$ cat config.mk
export PLATFORM = sky130hd
export DESIGN_NAME = fir_decim_out
export DESIGN_NICKNAME = d
export VERILOG_FILES = /design/src/rtl/fir_pkg.sv /design/src/rtl/fir_decim_out_sync_fifo.sv /design/src/rtl/fir_decim_out.sv
export SDC_FILE = /design/constraint.sdc
export NUM_CORES = 1
export LEC_CHECK = 0
export ABC_AREA = 1
export CORE_MARGIN = 2
export CORE_UTILIZATION = 49
export DETAILED_ROUTE_END_ITERATION = 8
export PLACE_DENSITY = 0.75
export SLEW_MARGIN = 5
export SYNTH_ARGS = -nofsm -noshare
export SYNTH_HDL_FRONTEND = slang
export SYNTH_SLANG_ARGS = --single-unit
$ cat constraint.sdc
create_clock -name clk -period 1.9 [get_ports clk]
set_input_delay 0.38 -clock clk [delete_from_list [all_inputs] [get_ports clk]]
set_output_delay 0.38 -clock clk [all_outputs]
set_load 0.005 [all_outputs]
$ cat src/rtl/fir_pkg.sv
// Shared FIR constants and the round/scale/saturate helper used by output and gain stages.
package fir_pkg;

  localparam int FIR_WIDTH     = 8;
  localparam int FIR_ACC_WIDTH = 2*FIR_WIDTH + 2;
  localparam int SR_W          = 32;

  typedef struct packed {
    logic signed [SR_W-1:0] value;
    logic                   sat;
  } sat_round_t;

  // Round half up, arithmetic shift right, clamp to a signed out_w-bit range.
  function automatic sat_round_t sat_round(input logic signed [SR_W-1:0] value,
                                           input int shift, input int out_w);
    sat_round_t             res;
    logic signed [SR_W-1:0] r;
    logic signed [SR_W-1:0] hi;
    logic signed [SR_W-1:0] lo;
    r = value;
    if (shift > 0) r = r + (32'sd1 <<< (shift - 1));
    r  = r >>> shift;
    hi = (32'sd1 <<< (out_w - 1)) - 32'sd1;
    lo = -(32'sd1 <<< (out_w - 1));
    res.value = r;
    res.sat   = 1'b0;
    if (r > hi) begin
      res.value = hi;
      res.sat   = 1'b1;
    end else if (r < lo) begin
      res.value = lo;
      res.sat   = 1'b1;
    end
    return res;
  endfunction

endpackage

$ cat src/rtl/fir_decim_out_sync_fifo.sv
// Small synchronous FIFO with natural-wrap pointers and an explicit occupancy count.
module sync_fifo #(
  parameter int WIDTH = 8,
  parameter int DEPTH = 4
) (
  input  logic                           clk,
  input  logic                           reset,
  input  logic                           push,
  input  logic                           pop,
  input  logic [WIDTH-1:0]               din,
  output logic [WIDTH-1:0]               dout,
  output logic                           full,
  output logic                           empty,
  output logic [$clog2(DEPTH+1)-1:0]     count
);

  localparam int AW = $clog2(DEPTH);
  localparam int CW = $clog2(DEPTH+1);

  logic [WIDTH-1:0] mem [DEPTH];
  logic [AW-1:0]    wr_ptr;
  logic [AW-1:0]    rd_ptr;
  logic [CW-1:0]    cnt;
  logic             wr_en;
  logic             rd_en;

  assign empty = (cnt == '0);
  assign full  = (cnt == CW'(DEPTH));
  assign count = cnt;
  assign rd_en = pop && !empty;
  // A write into a full buffer is legal only when the head leaves in the same cycle.
  assign wr_en = push && (!full || rd_en);
  assign dout  = empty ? '0 : mem[rd_ptr];

  always_ff @(posedge clk) begin
    if (wr_en) mem[wr_ptr] <= din;
  end

  always_ff @(posedge clk) begin
    if (reset) begin
      wr_ptr <= '0;
      rd_ptr <= '0;
      cnt    <= '0;
    end else begin
      if (wr_en) wr_ptr <= wr_ptr + 1'b1;
      if (rd_en) rd_ptr <= rd_ptr + 1'b1;
      case ({wr_en, rd_en})
        2'b10:   cnt <= cnt + 1'b1;
        2'b01:   cnt <= cnt - 1'b1;
        default: cnt <= cnt;
      endcase
    end
  end

endmodule

$ cat src/rtl/fir_decim_out.sv
// FIR output stage: decimate, round/scale/saturate, then buffer for a valid/ready sink.
module fir_decim_out
  import fir_pkg::*;
#(
  parameter int IN_WIDTH   = FIR_ACC_WIDTH,
  parameter int OUT_WIDTH  = 8,
  parameter int SHIFT      = 2,
  parameter int DECIM      = 2,
  parameter int FIFO_DEPTH = 4
) (
  input  logic                        clk,
  input  logic                        reset,
  input  logic                        in_valid,
  input  logic signed [IN_WIDTH-1:0]  in_data,
  output logic                        out_valid,
  input  logic                        out_ready,
  output logic signed [OUT_WIDTH-1:0] out_data,
  output logic                        sat_flag,
  output logic [7:0]                  drop_cnt
);

  localparam int PW = (DECIM > 1) ? $clog2(DECIM) : 1;
  localparam int CW = $clog2(FIFO_DEPTH+1);

  logic [PW-1:0]        phase;
  logic                 keep;
  sat_round_t           scaled;
  logic                 s1_valid;
  logic [OUT_WIDTH-1:0] s1_data;
  logic                 fifo_full;
  logic                 fifo_empty;
  logic [CW-1:0]        fifo_count_unused;
  logic [OUT_WIDTH-1:0] fifo_dout;
  logic                 pop;
  logic                 push;
  logic                 drop;

  assign keep   = in_valid && (phase == '0);
  assign scaled = sat_round(SR_W'(in_data), SHIFT, OUT_WIDTH);

  always_ff @(posedge clk) begin
    if (reset) begin
      phase <= '0;
    end else if (in_valid) begin
      phase <= (phase == PW'(DECIM-1)) ? '0 : phase + 1'b1;
    end
  end

  always_ff @(posedge clk) begin
    if (reset) begin
      s1_valid <= 1'b0;
      s1_data  <= '0;
      sat_flag <= 1'b0;
    end else begin
      s1_valid <= keep;
      if (keep) begin
        s1_data  <= scaled.value[OUT_WIDTH-1:0];
        sat_flag <= sat_flag | scaled.sat;
      end
    end
  end

  // The filter free-runs, so a full buffer loses the sample and only counts it.
  assign pop  = out_ready && !fifo_empty;
  assign push = s1_valid && (!fifo_full || pop);
  assign drop = s1_valid && !push;

  always_ff @(posedge clk) begin
    if (reset) begin
      drop_cnt <= '0;
    end else if (drop && (drop_cnt != 8'hFF)) begin
      drop_cnt <= drop_cnt + 8'd1;
    end
  end

  sync_fifo #(
    .WIDTH (OUT_WIDTH),
    .DEPTH (FIFO_DEPTH)
  ) u_fifo (
    .clk   (clk),
    .reset (reset),
    .push  (push),
    .pop   (pop),
    .din   (s1_data),
    .dout  (fifo_dout),
    .full  (fifo_full),
    .empty (fifo_empty),
    .count (fifo_count_unused)
  );

  assign out_valid = !fifo_empty;
  assign out_data  = fifo_dout;

endmodule

* Yosys cells after proc, flatten, opt, wreduce, memory -nomap -nowiden *
Memory sizes are Yosys's and may differ from the RTL's. A register that Yosys moved wholly into a read port is not among the register bits.
Index checks and enable logic that the tools add are counted.

operators by class
  add/sub/neg operators = 7
  magnitude comparators = 2
  equal/unequal tests = 4
  mux-type cells = 9
  bitwise gates (word level) = 2
  reduce and logical (&&, ||, !) cells = 14

operator list
  operator               number
  $add 18x3->19 const B  1
  $mux 9                 2
  $gt 17x8->1 const B    1
  $lt 17x8->1 const B    1
  $add 8x1->8 const B    1
  $mux 8                 1
  $ne 8x8->1 const B     1
  $logic_and 1x1->1      7
  $pmux 3 s2             1
  $add 2x1->2 const B    2
  $mux 2                 2
  $add 3x1->3 const B    1
  $eq 3x3->1 const B     1
  $logic_not 1->1        3
  $logic_not 3->1        1
  $mux 1                 3
  $sub 3x1->3 const B    1
  $eq 2x1->1 const B     1
  $eq 2x2->1 const B     1
  $logic_or 1x1->1       2
  $reduce_bool 2->1      1
  $add 1x1->1 const B    1
  $not 1->1              1
  $or 1x1->1             1

word-level totals
  register bits after elaboration = 26
  memory bits (writable) = 32
  bits of input ports = 22
  output and inout port bits = 18
  word-level logic and storage cells = 47
  memories kept = 1

memories
  name        depth  width  rd ports  clocked after memory_dff  write ports  line                           source
  u_fifo.mem  4      8      1         1                         1            fir_decim_out_sync_fifo.sv:20  logic [WIDTH-1:0] mem [DEPTH];

* Longest topological paths before layout *
Gate-level depths: netlist (run 1).

  word-level depth = 8
  depth in mapped cells = 15
  gate-level depth less buffers = 15

* By module *
Synthesis (run 1) repeated with hierarchy kept, for this count alone.

second synthesis, totals
  cells, all modules = 391
  area, all modules = 3,128.0 µm²

by module, submodules not included
  module         times used  cells each  area an instance (µm²)  sequential area each (µm²)
  sync_fifo      1           159         1,754.2                 1,141.1
  fir_decim_out  1           232         1,373.8                 380.4

* Worst setup path after synthesis (run 1) *
OpenSTA, ideal clock, no wires.

  path kind = reg2reg
  from = reg u_fifo.cnt[1] (netlist: u_fifo.count[1])
  to = reg u_fifo.cnt[2] (netlist: u_fifo.count[2])
  library setup time = 122 ps
  arrival = 1,878 ps
  required time = 1,778 ps
  path slack = -100 ps
  cell stages (with the launch flop) = 12
  buffers on the path = 0
  clock period less this slack = 2,000 ps
  path through = dfxtp_1 > nor2_1 > nand2_1 > clkinv_1 > nor2_1 > ha_1 > inv_1 > fa_1 > a21oi_1 > o21ai_0 > o21ai_0 > a21oi_1

between the ends
  word-level cells in the longest chain between the ends = 8
  elaborated cells on any way between the ends = 16
  classes of those cells = add/sub: 2; eq/ne: 3; mux: 1; reduce/logical: 10

ends and longest elaborated chain
  what                                                    line                           source
  start: declaration                                      fir_decim_out_sync_fifo.sv:23  logic [CW-1:0] cnt;
  start signal: assignment                                fir_decim_out_sync_fifo.sv:48  2'b10: cnt <= cnt + 1'b1;
  start signal: assignment                                fir_decim_out_sync_fifo.sv:49  2'b01: cnt <= cnt - 1'b1;
  start signal: assignment                                fir_decim_out_sync_fifo.sv:50  default: cnt <= cnt;
  $logic_not 3->1 (*)                                     fir_decim_out_sync_fifo.sv:27  assign empty = (cnt == '0);
  $logic_not 1->1 (*)                                     --
  named net out_valid                                     fir_decim_out.sv:15            output logic out_valid,
  $logic_and 1x1->1                                       fir_decim_out.sv:64            assign pop = out_ready && !fifo_empty;
  $logic_and 1x1->1 (*)                                   fir_decim_out_sync_fifo.sv:30  assign rd_en = pop && !empty;
  named net u_fifo.rd_en                                  fir_decim_out_sync_fifo.sv:25  logic rd_en;
  $logic_or 1x1->1                                        fir_decim_out_sync_fifo.sv:32  assign wr_en = push && (!full || rd_en);
  $logic_and 1x1->1                                       fir_decim_out_sync_fifo.sv:32
  $eq 2x1->1 / $eq 2x2->1 (equally long branches)         fir_decim_out_sync_fifo.sv:47  case ({wr_en, rd_en})
  $pmux 3 s2 / $reduce_bool 2->1 (equally long branches)  --

Mark *: on every way through the listed nets, which the timed path passes. The rest lies on a longest branch.
A chain may end at the register's enable or synchronous reset.

* Final worst setup path (run 1) *
  from = in out_ready
  to = reg u_fifo.cnt[1] (netlist: u_fifo.count[1])

between the ends
  word-level cells in the longest chain between the ends = 6
  elaborated cells on any way between the ends = 10
  classes of those cells = eq/ne: 2; mux: 1; reduce/logical: 7

ends and longest elaborated chain
  what                                                          line                                                source
  start: declaration                                            fir_decim_out.sv:16                                 input logic out_ready,
  $logic_and 1x1->1 (*)                                         fir_decim_out.sv:64
  $logic_or 1x1->1 / $logic_and 1x1->1 (equally long branches)  fir_decim_out.sv:65, fir_decim_out_sync_fifo.sv:30
  $logic_and 1x1->1 / $logic_or 1x1->1 (equally long branches)  fir_decim_out.sv:65, fir_decim_out_sync_fifo.sv:32
  $logic_and 1x1->1                                             fir_decim_out_sync_fifo.sv:32
  $eq 2x1->1 / $eq 2x2->1 (equally long branches)               fir_decim_out_sync_fifo.sv:47
  $pmux 3 s2 / $reduce_bool 2->1 (equally long branches)        --

Mark *: on every way between the ends. The rest lies on a longest branch, timed or not.

==> results of run 1 <==
## critical path: cells and delay by family
family / cells / cell delay (ns)
fa+ha+maj: 2 / 0.68
compound gates: 1 / 0.16
buf+inv: 3 / 0.55
simple gates: 4 / 0.29
## area by class of cell
cell class                      count  area share
Inverter                           43      0.0395
Multi-Input combinational cell    257       0.336
Timing Repair Buffer               85       0.187
Sequential cell                    60       0.371
Tap cell                           75      0.0228
Clock inverter                      6      0.0134
Clock buffer                       10      0.0310
## cell usage in the layout (no fill, tap or decap), types with 11 or more instances in the layout
cell type | Yosys | final
nor2_1 | 72 | 62
nand2_1 | 56 | 47
buf_4 | 0 | 43
inv_1 | 40 | 39
edfxtp_1 | 32 | 32
o21ai_0 | 34 | 30
a21oi_1 | 32 | 28
dfxtp_1 | 28 | 26
nand3_1 | 18 | 18
clkdlybuf4s50_1 | 0 | 16
nor2_2 | 4 | 11
nand2_2 | 4 | 11
dlygate4sd2_1 | 0 | 11
## power groups by stage
stage	Sequential, mW	Combinational, mW	Clock (mW)
floorplan	1.50	0.374	0
global placement	1.51	0.761	0
detailed placement	1.52	0.783	0
CTS	1.49	0.747	1.07
global route	1.51	0.886	1.13
finish	1.50	0.788	1.04
## logic make-up after synthesis
logic type / count (synthesis) / share of synthesized area
AND/OR/NAND/NOR: 175 / 0.259
AO/OA/AOI/OAI: 67 / 0.112
flip-flops: 60 / 0.510
buffers and inverters: 49 / 0.0617
adder cells (fa/ha/maj): 8 / 0.0361
XOR/XNOR: 7 / 0.0206
## routing by layer
layer	GRT usage	vias up	wire length (um)
li1	-	1392	-
met1	0.228	1208	2680
met2	0.346	54	3300
met3	0.0385	15	195
met4	0.0917	0	131
met5	0	-	0
## final timing paths
check | to
worst max-delay path | u_fifo.count[1]
worst min-delay path | sat_flag
worst max register to register | u_fifo.count[1]
worst min register to register | sat_flag
## sequential cells by signal (all words and copies together), names as in the netlist, named ones only
name and count:
u_fifo.mem 32, drop_cnt 8, s1_data 8, u_fifo.count 3, u_fifo.rd_ptr 2, u_fifo.wr_ptr 2
phase 1, s1_valid 1, sat_flag 1
## timing repair
action	in CTS	in global routing
cloned	0	1
setup endpoints to repair	16	14
resized for setup	26	44
pin swaps	6	13
setup buffers	2	2
## per-stage QoR
stage | setup TNS (ns) | worst slack (ns) | instances | instance area (sq um) | hold slack [ns]
finish | 0 | 0.0428 | 536 | 4120 | 0.462
floorplan | 0 | 0.0369 | 366 | 2990 | 0.436
global route | -0.236 | -0.0504 | 536 | 4120 | 0.499
CTS | 0 | 0.00462 | 533 | 3980 | 0.466
detailed placement | -4.25 | -0.438 | 515 | 3780 | 0.449
global placement | -3.56 | -0.363 | 515 | 3780 | 0.439
==> run metrics, run 1 <==
category of the worst setup path capture point=flop; number of nets with antenna violations after detailed routing=0; highest-delay cell along the critical path=fa_2; total number of placement rows=28; CTS sink count=60; TritonCTS clock tree=built; final-report max-slew violation count=0; area of the multi-input gates=1380 sq um; count of pins on the block boundary=40; via count=2669; Storage cell area=1530 sq um; clock buffer depth=2; fraction of power consumed by combinational cells=0.237; portion of total power attributed to sequential cells=0.450; H-tree levels=3; antenna violations before repair=0; top-count cell post-synth=nor2_1; cell-by-cell listing of the critical path=clkdlybuf4s50_1, inv_2, nand3_1, nand2_1, ha_1, inv_1, fa_2, nor2_1, a21oi_1, nor2_1; height of the die=82.0 um; number of hold-repair buffers added at the cts stage=0; post-synthesis cell type with the largest combined area=edfxtp_1; Worst Max-Slew Pin Slew=0.341 ns; arrival time reported for the critical path endpoint=2.08 ns; Psw=0.912 mW; relative area change from synthesis to final layout=38.1%; number of max-capacitance violations reported=0; critical path data required time=2.12 ns; clock period minus worst slack=1.86 ns; synthesized flop and latch total=60; DR pass1 iterations=4; launching element type of the critical path=input pin; grt ovf=0; largest voltage drop on the vdd net=539 uV; pwr/cell area=809 nW/um^2; portion of the post-synthesis area used by sequential elements=0.510; hold path startpoint=sat_flag; full die area=6720 sq um; syn_nets=396; clock input transition at the sequential cells of the worst setup and hold paths=0.06 ns; cts bufs inserted=9; clock network fraction of design power=0.313; maximum number of pins on one net before global-route repair=17; Max FO, Critical Path=3; cell depth of the worst hold path=2; Mapped Area=2980 sq um; most used cell, CP=nor2_1; worst slew margin relative to its limit=0.771; Net Sw Frac=0.274; final RePlAce weighted congestion=0.870; ANT cells=0; setup-violating endpoint count in the final report=0; achievable clock frequency=538 MHz; Tot GR Track Use=0.196; clock insertion delay at the later pin of the skew report=0.33 ns; number of remaining DRC errors=0; Reg-to-Reg Start=u_fifo.count[1]; commonest cells in the netlist=nor2_1 (72), nand2_1 (56), inv_1 (40); global-route wire length before repair=9960 um; type of the worst min-delay path=reg2reg; Yosys warning total=0; maximum cell stage delay along the critical path=0.53 ns; Netlist cell types=25; proportion of synthesized flip-flops having asynchronous set or reset=0; total internal power=2.42 mW; Worst Reg-to-Reg Cells=10; Mean Syn Cell Area=8.15 sq um; final core utilization=0.700; number of endpoints with negative hold slack in the final report=0; post-DR vias/cell=4.98; run status=complete, no violations; aggregate routed wire length=6310 um; I/O Buffers=38; count of filler cells inserted in the layout=478; slack of the worst reg-to-reg path=0.10 ns; Critical Path Source=out_ready; P_leak=1.77 nW; PnR Total Power=3.33 mW; ys flop type=edfxtp_1; start-to-end type of the worst setup path=in2reg; placed wire-length estimate after detailed placement=4540 um; number of synthesized flops with an enable pin=32; post-route fraction of the period consumed by the critical path=0.977; DRT iter0 DRCs=69; count of mapped cells out of synthesis=366; fraction of final layout cells with drive strength greater than 1=0.234; top post-synthesis cells by area=edfxtp_1 (32%), dfxtp_1 (19%), nor2_1 (9.1%); Fin Clk Skew=0.00640 ns; via count of the first global-routing pass=2340; cell at the root of the clock tree=clkbuf_8; number of nets in the final layout=486; Die Wd=82.0 um; post-DR wirelength/cell=11.8 um; initial core utilization=0.507; area share of the largest cell type after synthesis=0.322; Floorplan Core Area=5890 sq um
No activity file was read; power rests on OpenSTA's default activity.
==> run 2, diff against run 1 <==
--- a/config.mk
+++ b/config.mk
@@ -10,7 +10,7 @@
 export CORE_UTILIZATION = 49
 export DETAILED_ROUTE_END_ITERATION = 8
 export PLACE_DENSITY = 0.75
-export SLEW_MARGIN = 5
+export SLEW_MARGIN = 15
 export SYNTH_ARGS = -nofsm -noshare
 export SYNTH_HDL_FRONTEND = slang
 export SYNTH_SLANG_ARGS = --single-unit
==> results of run 2 <==
The final DEF is identical to that of run 1; final timing and power are the same.
